## src/rtl/joy_paddle_ctrl.sv

```systemverilog
// -----------------------------------------------------------------------------
// joy_paddle_ctrl
//
// Turns raw PmodJSTK y-axis samples into a clamped paddle position for one
// player. Samples are smoothed, a dead zone around the neutral reading is
// applied, and the paddle steps once per video frame while the game is in
// play. Instantiate once per player between the SPI reader and the renderer.
//
// Optional feature (macro JOY_FILTER_EN):
//   defined   : 4-tap moving average; the filter is primed after 4 samples.
//   undefined : no sample buffer; avg_y is the last sample, registered, and
//               the filter is primed after the first sample.
//
// Ports:
//   clk          in   master clock (50 MHz), all state on rising edge
//   clr          in   synchronous active-high reset, highest priority
//   sample_valid in   one-cycle strobe, joy_y valid this cycle
//   joy_y        in   raw 10-bit joystick y reading
//   frame_tick   in   one-cycle strobe per VGA frame
//   enable       in   high while the game is in the play state
//   recenter     in   one-cycle strobe, return paddle to PAD_INIT
//   pad_y        out  paddle top y coordinate
//   avg_y        out  filtered joystick reading
//   moving_up    out  last frame step decreased pad_y
//   moving_down  out  last frame step increased pad_y
//   ready        out  filter primed (TRACK state)
// -----------------------------------------------------------------------------
module joy_paddle_ctrl #(
    parameter int DATA_W      = 10,
    parameter int JOY_CENTER  = 512,
    parameter int DEAD_ZONE   = 64,
    parameter int FAST_THRESH = 256,
    parameter int SPEED_SLOW  = 2,
    parameter int SPEED_FAST  = 6,
    parameter int PAD_MIN     = 0,
    parameter int PAD_MAX     = 400,
    parameter int PAD_INIT    = 200
) (
    input  logic              clk,
    input  logic              clr,
    input  logic              sample_valid,
    input  logic [DATA_W-1:0] joy_y,
    input  logic              frame_tick,
    input  logic              enable,
    input  logic              recenter,
    output logic [DATA_W-1:0] pad_y,
    output logic [DATA_W-1:0] avg_y,
    output logic              moving_up,
    output logic              moving_down,
    output logic              ready
);

    // One extra bit so deviation and pad arithmetic are signed without
    // wrapping (pad_y < step must go negative, not wrap to a large value).
    localparam int SW = DATA_W + 1;

    localparam logic [DATA_W-1:0]        CENTER_U = DATA_W'(JOY_CENTER);
    localparam logic [DATA_W-1:0]        INIT_U   = DATA_W'(PAD_INIT);
    localparam logic signed [SW-1:0]     CENTER_S = SW'(JOY_CENTER);
    localparam logic [SW-1:0]            DZ_U     = SW'(DEAD_ZONE);
    localparam logic [SW-1:0]            FAST_U   = SW'(FAST_THRESH);
    localparam logic signed [SW-1:0]     SLOW_S   = SW'(SPEED_SLOW);
    localparam logic signed [SW-1:0]     FASTS_S  = SW'(SPEED_FAST);
    localparam logic signed [SW-1:0]     PMIN_S   = SW'(PAD_MIN);
    localparam logic signed [SW-1:0]     PMAX_S   = SW'(PAD_MAX);

    typedef enum logic {
        S_FILL,
        S_TRACK
    } state_e;

    // Saturate a candidate paddle position into the legal range.
    function automatic logic [DATA_W-1:0] clamp_pad(input logic signed [SW-1:0] v);
        if (v < PMIN_S) begin
            return PMIN_S[DATA_W-1:0];
        end else if (v > PMAX_S) begin
            return PMAX_S[DATA_W-1:0];
        end else begin
            return v[DATA_W-1:0];
        end
    endfunction

    // Magnitude of a signed deviation; -2^(DATA_W-1) still fits in SW bits.
    function automatic logic [SW-1:0] abs_dev(input logic signed [SW-1:0] v);
        if (v[SW-1]) begin
            return $unsigned(-v);
        end else begin
            return $unsigned(v);
        end
    endfunction

    state_e            state_q, state_d;
    logic [DATA_W-1:0] pad_q, pad_d;
    logic [DATA_W-1:0] avg_q, avg_d;
    logic              up_q, up_d;
    logic              dn_q, dn_d;

    // Value avg_y takes on a sample_valid, and whether that sample primes
    // the filter when we are still filling.
    logic [DATA_W-1:0] avg_new;
    logic              fill_last;

`ifdef JOY_FILTER_EN
    logic [DATA_W-1:0] buf_q [4];
    logic [1:0]        cnt_q;
    logic [DATA_W+1:0] sum_new;

    // Sum of the buffer as it will be after this sample shifts in.
    always_comb begin
        sum_new = {2'b00, joy_y} + {2'b00, buf_q[0]}
                + {2'b00, buf_q[1]} + {2'b00, buf_q[2]};
        avg_new   = DATA_W'(sum_new >> 2);
        fill_last = (cnt_q == 2'd3);
    end

    always_ff @(posedge clk) begin
        if (clr) begin
            for (int i = 0; i < 4; i++) begin
                buf_q[i] <= CENTER_U;
            end
            cnt_q <= 2'd0;
        end else if (sample_valid) begin
            buf_q[0] <= joy_y;
            for (int i = 1; i < 4; i++) begin
                buf_q[i] <= buf_q[i-1];
            end
            if (state_q == S_FILL) begin
                cnt_q <= cnt_q + 2'd1;
            end
        end
    end
`else
    always_comb begin
        avg_new   = joy_y;
        fill_last = 1'b1;
    end
`endif

    // Frame step: deviation uses the avg_y registered before this cycle, so
    // a sample arriving together with frame_tick only affects the next frame.
    logic signed [SW-1:0] dev;
    logic [SW-1:0]        dev_mag;
    logic signed [SW-1:0] step;
    logic signed [SW-1:0] pad_s;

    always_comb begin
        dev     = $signed({1'b0, avg_q}) - CENTER_S;
        dev_mag = abs_dev(dev);
        step    = (dev_mag >= FAST_U) ? FASTS_S : SLOW_S;
        pad_s   = $signed({1'b0, pad_q});
    end

    always_comb begin
        state_d = state_q;
        avg_d   = avg_q;
        pad_d   = pad_q;
        up_d    = up_q;
        dn_d    = dn_q;

        if (sample_valid) begin
            avg_d = avg_new;
            if ((state_q == S_FILL) && fill_last) begin
                state_d = S_TRACK;
            end
        end

        if (recenter) begin
            pad_d = INIT_U;
            up_d  = 1'b0;
            dn_d  = 1'b0;
        end else if (frame_tick && (state_q == S_TRACK)) begin
            up_d = 1'b0;
            dn_d = 1'b0;
            if (enable && (dev_mag > DZ_U)) begin
                // Positive deflection moves the paddle up the screen.
                if (!dev[SW-1]) begin
                    pad_d = clamp_pad(pad_s - step);
                    up_d  = 1'b1;
                end else begin
                    pad_d = clamp_pad(pad_s + step);
                    dn_d  = 1'b1;
                end
            end
        end
    end

    always_ff @(posedge clk) begin
        if (clr) begin
            state_q <= S_FILL;
            avg_q   <= CENTER_U;
            pad_q   <= INIT_U;
            up_q    <= 1'b0;
            dn_q    <= 1'b0;
        end else begin
            state_q <= state_d;
            avg_q   <= avg_d;
            pad_q   <= pad_d;
            up_q    <= up_d;
            dn_q    <= dn_d;
        end
    end

    assign pad_y       = pad_q;
    assign avg_y       = avg_q;
    assign moving_up   = up_q;
    assign moving_down = dn_q;
    assign ready       = (state_q == S_TRACK);

endmodule

```

## config.mk

```make
export PLATFORM = sky130hd
export DESIGN_NAME = joy_paddle_ctrl
export DESIGN_NICKNAME = d
export VERILOG_FILES = /design/src/rtl/joy_paddle_ctrl.sv
export SDC_FILE = /design/constraint.sdc
export NUM_CORES = 1
export LEC_CHECK = 0
export ABC_CLOCK_PERIOD_IN_PS = 4600
export BUFFER_PORTS_ARGS = -buffer_cell sky130_fd_sc_hd__buf_2
export CAP_MARGIN = 25
export CORE_MARGIN = 2
export CORE_UTILIZATION = 25
export CTS_BUF_LIST = sky130_fd_sc_hd__clkbuf_4 sky130_fd_sc_hd__clkbuf_8
export DETAILED_ROUTE_END_ITERATION = 12
export PLACE_DENSITY = 0.4
export SYNTH_ARGS = -nofsm -noshare
export SYNTH_HDL_FRONTEND = slang
export SYNTH_SLANG_ARGS = --single-unit
```

## constraint.sdc

```tcl
create_clock -name clk -period 4.6 [get_ports clk]
set_input_delay 0.23 -clock clk [delete_from_list [all_inputs] [get_ports clk]]
set_output_delay 0.23 -clock clk [all_outputs]
set_load 0.02 [all_outputs]
```

==> metrics.cfg, run 1 <==
[cells_and_area]
finalInstanceArea_um2=2230
fillCellCount=788
final_cells=367
n_antenna_cell=0
nNetsFinal=292
final_cell_mix=sky130_fd_sc_hd__buf_2 (37), sky130_fd_sc_hd__nor2_1 (25), sky130_fd_sc_hd__dfxtp_1 (22), sky130_fd_sc_hd__nand2_1 (18), sky130_fd_sc_hd__inv_1 (13)
drive_above_1_share=0.220
layout_commonest_cell=sky130_fd_sc_hd__buf_2
area_growth_pct=16.5

[cts]
cts.hold.buffers_added=0
cts_tree=yes
postCtsResizedCells=0
clock_sink_count=22
clk_path_buf_depth=2
clk_pin_slew_worst_paths_ps=90
post_cts_buffers=0
cts-root-buf=sky130_fd_sc_hd__clkbuf_8
worstSkewPairLatency_ps=270
cts_made_buffers=3
htree_num_levels=1

[synth]
syn-instance-count=240
yosysWarnings=0
ys_ff_latch=22
ys_seq_area_frac=0.230
synthesized_net_count=263
synth_ff_type=sky130_fd_sc_hd__dfxtp_1
async_flop_share=0
synth.distinct_cells=69
synthesis.area_per_instance_um2=7.98
synthesis.area_um2=1910
synth_enable_flop_cells=0

[placement]
post-dp-hpwl_mm=4.16
io_buffers=37
place_worst_setup_slack_ps=491
place.gp.congestion=0.785
placedInstanceArea_um2=2160
dpl.cell_count=363

[sta]
final_min_period_ps=4130
tns_ps=0
fmaxAchievable_mhz=242
tightestPinTransition_ps=656
max_slew_margin=0.562
finalWorstSetupSlack_ps=468
period_share=0.898
drv_slew=0
final_setup_vio_count=0
finClkSkew_ps=2.58
rsz_0062_raised_after_global_routing=false
hold_viol_final=0

[global_routing]
antenna_violations_before_repair=0
track_usage=0.135
grt_pass1_wl_mm=9.25
grt_start_max_net_pins=17
grt_remaining_overflow=0
number_of_global_route_vias_before_repair=1845

[route]
totalWireLength_mm=5.45
ant_nets=0
first_iter_violations=120
dr_total_vias=1856
vias_per_cell=5.06
drt-wirelength-per-cell_um=14.8
drt-pass1-iter-count=4
detail_route.drc_violations=0

[worst_setup_path]
start_kind=flop
critical_path_class=reg2reg
setup.worst_path.end_class=flop
crit_path_max_fanout=9
worstPathArrival_ps=4340
crit_required_ps=4810

[floorplanning]
dieArea_um2=8370
floorplan.initialDensity=0.261
chipWidth_um=91.5
ios=39
core_region_area_um2=7330
die_height_um=91.5
core.rowCount=31

[power]
power_density_nw_per_um2=227
power.total_uw=507
pleak_nw=0.874
peakVddDrop_v=0.0000850

[run]
timing.max_cap.violations=0

[worst_hold_path]
hp-class=in2reg

[outcome]
run_status=complete, no violations

[sequential cells by signal (all words and copies together), names as in the netlist]
register and count:
pad_y 9, ready 1, moving_up 1, avg_y 10, moving_down 1
[worst paths after layout]
kind / start / endpoint / slack, ps / depth (start not counted)
min: joy_y[9] / avg_y[9]$_SDFFE_PP1P_ / 180 / 3
max: avg_y[0]$_SDFFE_PP0P_ / pad_y[2]$_SDFFE_PP0P_ / 470 / 14
max reg2reg: avg_y[0]$_SDFFE_PP0P_ / pad_y[2]$_SDFFE_PP0P_ / 470 / 14
min reg2reg: moving_up$_SDFFE_PP0P_ / moving_up$_SDFFE_PP0P_ / 530 / 2
[critical path, cell delays in order (launching register included)]
cell                       delay, ps
sky130_fd_sc_hd__dfxtp_1         390
sky130_fd_sc_hd__inv_1            80
sky130_fd_sc_hd__ha_1            210
sky130_fd_sc_hd__or3b_2          470
sky130_fd_sc_hd__a2111o_1        310
sky130_fd_sc_hd__o211ai_2        150
sky130_fd_sc_hd__inv_1           170
sky130_fd_sc_hd__ha_1            370
sky130_fd_sc_hd__nand2b_1        200
sky130_fd_sc_hd__and2_1          250
sky130_fd_sc_hd__nor2b_4         170
sky130_fd_sc_hd__o311a_1         420
sky130_fd_sc_hd__or3_1           420
sky130_fd_sc_hd__or3_1           320
sky130_fd_sc_hd__a21oi_1         120
[layer usage]
layer | up-vias | part of all wire | wire length [um] | GRT usage
li1 | 936 | - | - | -
met1 | 874 | 0.47 | 2580 | 0.179
met2 | 42 | 0.47 | 2570 | 0.224
met3 | 4 | 0.047 | 255 | 0.0290
met4 | 0 | 0.0083 | 45 | 0.0303
met5 | - | 0 | 0 | 0
[per-stage QoR]
step | hold slack [ps] | util
floorplan | 352 | -
global placement | 466 | 0.295
detailed placement | 460 | 0.295
CTS | 164 | 0.304
global route | 181 | 0.304
finish | 184 | 0.304
[synthesized netlist by cell type, drive strengths merged (2+ instances only)]
cell type / number / area (um^2)
or4: 2 / 18.8
o32ai: 2 / 17.5
dfxtp: 22 / 440
a21o: 2 / 15.0
nor3: 12 / 60.1
a31oi: 2 / 12.5
inv: 13 / 48.8
nand3: 3 / 15.0
a211o: 3 / 26.3
buf: 7 / 45.0
nand2: 19 / 78.8
o21a: 5 / 37.5
ha: 4 / 50.1
xnor2: 2 / 17.5
nor3b: 3 / 27.5
fa: 3 / 60.1
nor2b: 4 / 32.5
a21oi: 13 / 80.1
o31a: 2 / 17.5
nand4: 5 / 31.3
nand2b: 3 / 18.8
a2111o: 2 / 22.5
nor2: 25 / 93.8
a31o: 2 / 17.5
and2: 2 / 12.5
or2: 3 / 18.8
clkbuf: 7 / 26.3
o21ai: 9 / 56.3
or3: 6 / 37.5
a22oi: 2 / 15.0
a2111oi: 2 / 17.5
nor4: 4 / 31.3
xor2: 5 / 43.8
a211oi: 2 / 20.0
o211ai: 8 / 78.8
mux2i: 12 / 120
nand3b: 2 / 15.0
[final cells by class]
cell class | count | area (um^2) | area share
tap | 99 | 124 | 0.0555
sequential | 22 | 440 | 0.197
inverter | 14 | 52.6 | 0.0236
clock inverter | 1 | 30.0 | 0.0135
timing repair buffer | 38 | 193 | 0.0864
multi-input combinational | 190 | 1350 | 0.605
clock buffer | 3 | 41.3 | 0.0185
[cells by family (layout without fill, tap and decap cells)]
family / after synthesis / after routing / synth area share
mux: 12 / 12 / 0.0627
xor+xnor: 7 / 7 / 0.0320
simple gates: 97 / 97 / 0.275
flops: 22 / 22 / 0.230
other cells: 1 / 1 / 0.00196
compound gates: 66 / 66 / 0.276
buf+inv: 28 / 56 / 0.0647
fa+ha+maj: 7 / 7 / 0.0575
[where the power goes]
part / internal, mW / switching (mW) / total, mW
clock: 0.116 / 0.0714 / 0.188
sequential: 0.197 / 0.0126 / 0.210
combinational: 0.0438 / 0.0655 / 0.109
total: 0.357 / 0.150 / 0.507
Note: power is estimated with default switching activity, not from simulation.
==> inputs of run 2 (changes only) <==
--- a/config.mk
+++ b/config.mk
@@ -11,8 +11,10 @@
 export CORE_MARGIN = 2
 export CORE_UTILIZATION = 25
 export CTS_BUF_LIST = sky130_fd_sc_hd__clkbuf_4 sky130_fd_sc_hd__clkbuf_8
+export CTS_CLUSTER_DIAMETER = 200
 export DETAILED_ROUTE_END_ITERATION = 12
 export PLACE_DENSITY = 0.4
+export REMOVE_ABC_BUFFERS = 1
 export SYNTH_ARGS = -nofsm -noshare
 export SYNTH_HDL_FRONTEND = slang
 export SYNTH_SLANG_ARGS = --single-unit
==> metrics.cfg, run 2 (synthesis results as in run 1) <==
[floorplanning]
die_height_um=91.5  ; unchanged
core.rowCount=31  ; unchanged
dieArea_um2=8370  ; unchanged
floorplan.initialDensity=0.261  ; unchanged
ios=39  ; unchanged
core_region_area_um2=7330  ; unchanged
chipWidth_um=91.5  ; unchanged

[sta]
fmaxAchievable_mhz=241  ; was 242 MHz
rsz_0062_raised_after_global_routing=false  ; unchanged
final_setup_vio_count=0  ; unchanged
hold_viol_final=0  ; unchanged
finClkSkew_ps=4.88  ; was 2.58 ps
final.hold.worst_slack_ps=169  ; was 184 ps
tns_ps=0  ; unchanged
final_min_period_ps=4160  ; was 4130 ps
drv_slew=0  ; unchanged
period_share=0.904  ; was 0.898
tightestPinTransition_ps=621  ; was 656 ps
max_slew_margin=0.585  ; was 0.562

[global_routing]
antenna_violations_before_repair=0  ; unchanged
track_usage=0.134  ; was 0.135
grt_remaining_overflow=0  ; unchanged
number_of_global_route_vias_before_repair=1833  ; was 1845
grt_pass1_wl_mm=9.17  ; was 9.25 mm
grt_start_max_net_pins=17  ; unchanged

[cts]
clock_sink_count=22  ; unchanged
postCtsResizedCells=0  ; unchanged
post_cts_buffers=0  ; unchanged
clk_pin_slew_worst_paths_ps=90  ; about the same
cts_tree=yes  ; unchanged
clk_path_buf_depth=2  ; unchanged
cts_made_buffers=3  ; unchanged
htree_num_levels=1  ; unchanged
worstSkewPairLatency_ps=270  ; about the same
cts-root-buf=sky130_fd_sc_hd__clkbuf_8  ; unchanged
cts.hold.buffers_added=0  ; unchanged

[cells_and_area]
largest_reg_flops=10  ; unchanged
finalInstanceArea_um2=2230  ; unchanged
drive_above_1_share=0.220  ; unchanged
final_cell_mix=sky130_fd_sc_hd__buf_2 (37), sky130_fd_sc_hd__nor2_1 (25), sky130_fd_sc_hd__dfxtp_1 (22), sky130_fd_sc_hd__nand2_1 (18), sky130_fd_sc_hd__inv_1 (13)  ; unchanged
fillCellCount=804  ; was 788
n_antenna_cell=0  ; unchanged
nNetsFinal=292  ; unchanged
final_cells=367  ; unchanged
layout_commonest_cell=sky130_fd_sc_hd__buf_2  ; unchanged
ff_latch_area_um2=440  ; unchanged
area_growth_pct=16.5  ; unchanged
multiInputGateArea_um2=1350  ; unchanged

[placement]
placedInstanceArea_um2=2160  ; unchanged
place.gp.congestion=0.769  ; was 0.785
dpl.cell_count=363  ; unchanged
post-dp-hpwl_mm=4.14  ; was 4.16 mm
io_buffers=37  ; unchanged

[outcome]
run_status=complete, no violations  ; unchanged

[route]
dr_total_vias=1881  ; was 1856
vias_per_cell=5.13  ; was 5.06
detail_route.drc_violations=0  ; unchanged
drt-pass1-iter-count=4  ; unchanged
totalWireLength_mm=5.45  ; about the same
ant_nets=0  ; unchanged
first_iter_violations=52  ; was 120
drt-wirelength-per-cell_um=14.9  ; was 14.8 um

[power]
power_density_nw_per_um2=228  ; was 227 nW/um^2
pleak_nw=0.874  ; unchanged
power.total_uw=509  ; was 507 uW
peakVddDrop_v=0.0000956  ; was 0.0000850 V

[worst_setup_path]
critical_path_class=reg2reg  ; unchanged
r2r-start=avg_y[0]$_SDFFE_PP0P_  ; unchanged
cp-endpoint=pad_y[2]$_SDFFE_PP0P_  ; unchanged
critical_path.startpoint=avg_y[0]$_SDFFE_PP0P_  ; unchanged
worstPathArrival_ps=4360  ; was 4340 ps
crit_required_ps=4810  ; about the same
setup.reg_to_reg.worst_slack_ps=440  ; was 470 ps
setup.worst_path.end_class=flop  ; unchanged
reg2reg_to=pad_y[2]$_SDFFE_PP0P_  ; unchanged
reg2regPathDepth=14  ; unchanged
start_kind=flop  ; unchanged
crit_path_max_fanout=9  ; unchanged

[worst_hold_path]
hp-class=in2reg  ; unchanged

[run]
timing.max_cap.violations=0  ; unchanged

[run 2: power breakdown]
part | internal [mW] | leakage (nW) | switching, mW
clock | 0.116 | 0.0357 | 0.0731
sequential | 0.197 | 0.180 | 0.0124
combinational | 0.0439 | 0.659 | 0.0664
[run 2: worst min path at each step]
| stage | start | end | slack (ps) | cells past startpoint |
|---|---|---|---|---|
| final | joy_y[9] | avg_y[9]$_SDFFE_PP1P_ | 170 | 3 |
| after global routing | joy_y[9] | avg_y[9]$_SDFFE_PP1P_ | 190 | 3 |
| after CTS | joy_y[9] | avg_y[9]$_SDFFE_PP1P_ | 170 | 3 |
| after detailed placement | joy_y[9] | avg_y[9]$_SDFFE_PP1P_ | 460 | 3 |
| after global placement | joy_y[9] | avg_y[9]$_SDFFE_PP1P_ | 460 | 3 |
| after floorplan | clr | avg_y[0]$_SDFFE_PP0P_ | 300 | 1 |
[run 2: layout make-up]
cell class / count / area share
inverters: 14 / 0.0236
well taps: 99 / 0.0555
clock buffers: 3 / 0.0185
repair buffers: 38 / 0.0864
flip-flops and latches: 22 / 0.197
multi-input cells: 190 / 0.605
clock inverters: 1 / 0.0135
[run 2: metal layers]
metal | up-vias | wire (um) | GRT usage
met5 | - | 0 | 0
met4 | 0 | 32 | 0.0265
met3 | 6 | 214 | 0.0149
met2 | 48 | 2570 | 0.232
met1 | 890 | 2630 | 0.178
li1 | 937 | - | -
[run 2: worst max-delay path: stages, from the launching register on]
cell and delay [ps]:
sky130_fd_sc_hd__dfxtp_1 390, sky130_fd_sc_hd__inv_1 80, sky130_fd_sc_hd__ha_1 210, sky130_fd_sc_hd__or3b_2 470
sky130_fd_sc_hd__a2111o_1 310, sky130_fd_sc_hd__o211ai_2 150, sky130_fd_sc_hd__inv_1 170, sky130_fd_sc_hd__ha_1 380
sky130_fd_sc_hd__nand2b_1 200, sky130_fd_sc_hd__and2_1 260, sky130_fd_sc_hd__nor2b_4 180, sky130_fd_sc_hd__o311a_1 430
sky130_fd_sc_hd__or3_1 420, sky130_fd_sc_hd__or3_1 320, sky130_fd_sc_hd__a21oi_1 120
[run 2: through the flow]
| stage | setup WS, ps | util |
|---|---|---|
| floorplan | 721 | - |
| global placement | 560 | 0.295 |
| detailed placement | 482 | 0.295 |
| CTS | 456 | 0.304 |
| global route | 188 | 0.304 |
| finish | 443 | 0.304 |
==> inputs of run 3 (changes only) <==
--- a/config.mk
+++ b/config.mk
@@ -14,6 +14,7 @@
 export CTS_CLUSTER_DIAMETER = 200
 export DETAILED_ROUTE_END_ITERATION = 12
 export PLACE_DENSITY = 0.4
+export RECOVER_POWER = 100
 export REMOVE_ABC_BUFFERS = 1
 export SYNTH_ARGS = -nofsm -noshare
 export SYNTH_HDL_FRONTEND = slang
==> metrics.cfg, run 3 (synthesis results as in run 1) <==
[outcome]
run_status=complete, no violations  ; unchanged

[route]
drt-pass1-iter-count=4  ; unchanged
totalWireLength_mm=5.45  ; about the same
ant_nets=0  ; unchanged
first_iter_violations=51  ; was 52
drt-wirelength-per-cell_um=14.9  ; about the same
dr_total_vias=1869  ; was 1881
vias_per_cell=5.09  ; was 5.13
detail_route.drc_violations=0  ; unchanged

[sta]
hold_viol_final=0  ; unchanged
final_setup_vio_count=0  ; unchanged
tns_ps=0  ; unchanged
finClkSkew_ps=6.27  ; was 4.88 ps
finalWorstSetupSlack_ps=389  ; was 443 ps
rsz_0062_raised_after_global_routing=false  ; unchanged
max_slew_margin=0.409  ; was 0.585
fmaxAchievable_mhz=237  ; was 241 MHz
period_share=0.915  ; was 0.904
final_min_period_ps=4210  ; was 4160 ps
drv_slew=0  ; unchanged
tightestPinTransition_ps=886  ; was 621 ps
final.hold.worst_slack_ps=170  ; was 169 ps

[power]
power.total_uw=505  ; was 509 uW
switching_share=0.298  ; about the same
pleak_nw=0.789  ; was 0.874 nW
power_frac_comb=0.209  ; was 0.217
pwr-share-clk=0.376  ; was 0.372
power_density_nw_per_um2=231  ; was 228 nW/um^2
power_frac_seq=0.415  ; was 0.411
power.internal_uw=354  ; was 357 uW
peakVddDrop_v=0.0000936  ; was 0.0000956 V
switchingPower_uw=150  ; was 152 uW

[cts]
cts.hold.buffers_added=0  ; unchanged
postCtsResizedCells=0  ; unchanged
cts-root-buf=sky130_fd_sc_hd__clkbuf_8  ; unchanged
clk_path_buf_depth=2  ; unchanged
clk_pin_slew_worst_paths_ps=90  ; about the same
worstSkewPairLatency_ps=270  ; about the same
clock_sink_count=22  ; unchanged
cts_made_buffers=3  ; unchanged
htree_num_levels=1  ; unchanged
post_cts_buffers=0  ; unchanged
cts_tree=yes  ; unchanged

[placement]
place.gp.congestion=0.769  ; unchanged
placedInstanceArea_um2=2160  ; unchanged
post-dp-hpwl_mm=4.14  ; unchanged
io_buffers=37  ; unchanged
dpl.cell_count=363  ; unchanged
place_worst_setup_slack_ps=482  ; unchanged

[worst_setup_path]
critical_path_class=reg2reg  ; unchanged
crit_path_cells=inv_1 > ha_1 > or3b_2 > a2111o_1 > o211ai_2 > inv_1 > ha_1 > nand2b_1 > and2_0 > nor2b_4 > o311a_1 > or3_1 > or3_1 > a21oi_1  ; was inv_1 > ha_1 > or3b_2 > a2111o_1 > o211ai_2 > inv_1 > ha_1 > nand2b_1 > and2_1 > nor2b_4 > o311a_1 > or3_1 > or3_1 > a21oi_1
setup.worst_path.end_class=flop  ; unchanged
critical_path.startpoint=avg_y[0]$_SDFFE_PP0P_  ; unchanged
start_kind=flop  ; unchanged
worstPathArrival_ps=4420  ; was 4360 ps
crit_slowest_cell=sky130_fd_sc_hd__or3b_2  ; unchanged
crit_required_ps=4810  ; about the same
crit_path_max_fanout=9  ; unchanged
cp_slowest_stage_delay_ps=470  ; about the same
r2r-start=avg_y[0]$_SDFFE_PP0P_  ; unchanged

[floorplanning]
chipWidth_um=91.5  ; unchanged
ios=39  ; unchanged
dieArea_um2=8370  ; unchanged
core.rowCount=31  ; unchanged
core_region_area_um2=7330  ; unchanged
die_height_um=91.5  ; unchanged
floorplan.initialDensity=0.261  ; unchanged

[worst_hold_path]
hp-class=in2reg  ; unchanged
min_from=joy_y[9]  ; unchanged

[global_routing]
antenna_violations_before_repair=0  ; unchanged
track_usage=0.134  ; unchanged
number_of_global_route_vias_before_repair=1833  ; unchanged
grt_pass1_wl_mm=9.17  ; unchanged
grt_start_max_net_pins=17  ; unchanged
grt_remaining_overflow=0  ; unchanged

[cells_and_area]
nNetsFinal=292  ; unchanged
n_antenna_cell=0  ; unchanged
finalInstanceArea_um2=2190  ; was 2230 um^2
final_cell_mix=sky130_fd_sc_hd__nor2_1 (25), sky130_fd_sc_hd__clkbuf_1 (23), sky130_fd_sc_hd__dfxtp_1 (22), sky130_fd_sc_hd__nand2_1 (18), sky130_fd_sc_hd__buf_2 (15)  ; was sky130_fd_sc_hd__buf_2 (37), sky130_fd_sc_hd__nor2_1 (25), sky130_fd_sc_hd__dfxtp_1 (22), sky130_fd_sc_hd__nand2_1 (18), sky130_fd_sc_hd__inv_1 (13)
final_cells=367  ; unchanged
final_core_utilization=0.299  ; was 0.304
largest_reg_flops=10  ; unchanged
area_growth_pct=14.3  ; was 16.5%
drive_above_1_share=0.131  ; was 0.220
layout_commonest_cell=sky130_fd_sc_hd__nor2_1  ; was sky130_fd_sc_hd__buf_2

[run]
timing.max_cap.violations=0  ; unchanged

==> run 3: changes by cell type in the layout (fill, tap and decap cells not counted), sizes merged <==
cell and change:
buf -23, clkbuf +23
==> run 3: power by group through the flow <==
stage          logic, mW  clock network [mW]  registers [mW]
2_1_floorplan     0.0690                   0           0.219
3_3_place_gp       0.112                   0           0.214
3_5_place_dp       0.111                   0           0.214
4_1_cts            0.111               0.195           0.210
5_1_grt            0.116               0.203           0.211
6_report           0.106               0.190           0.209
==> run 3: path summary, 6_finish.rpt <==
| path | end | slack (ps) | depth (start not counted) |
|---|---|---|---|
| setup / recovery | pad_y[2]$_SDFFE_PP0P_ | 390 | 14 |
| hold / removal | avg_y[9]$_SDFFE_PP1P_ | 170 | 3 |
| setup reg to reg | pad_y[2]$_SDFFE_PP0P_ | 390 | 14 |
| hold reg to reg | ready$_SDFFE_PP0P_ | 520 | 2 |
==> run 3: worst max-delay path, delay by kind of cell (launching register included) <==
| family | cells | cell delay [ps] |
|---|---|---|
| and+or+nand+nor | 6 | 1900 |
| AOI/OAI and AO/OA | 4 | 1010 |
| adders and majority gates | 2 | 580 |
| DFF | 1 | 390 |
| buffers and inverters | 2 | 250 |
==> run 3: routing by layer <==
layer / up-vias / track usage / routed length, um / share of wire
li1: 937 / - / - / -
met1: 888 / 0.178 / 2650 / 0.49
met2: 40 / 0.232 / 2590 / 0.47
met3: 4 / 0.0149 / 181 / 0.033
met4: 0 / 0.0265 / 30 / 0.0055
met5: - / 0 / 0 / 0
==> run 3: final cells by class <==
cell class	instances	area, um^2
clock buffer	3	41.3
clock inverter	1	30.0
fill	820	5140
inverter	14	52.6
sequential	22	440
tap	99	124
multi-input combinational	190	1340
timing repair buffer	38	161
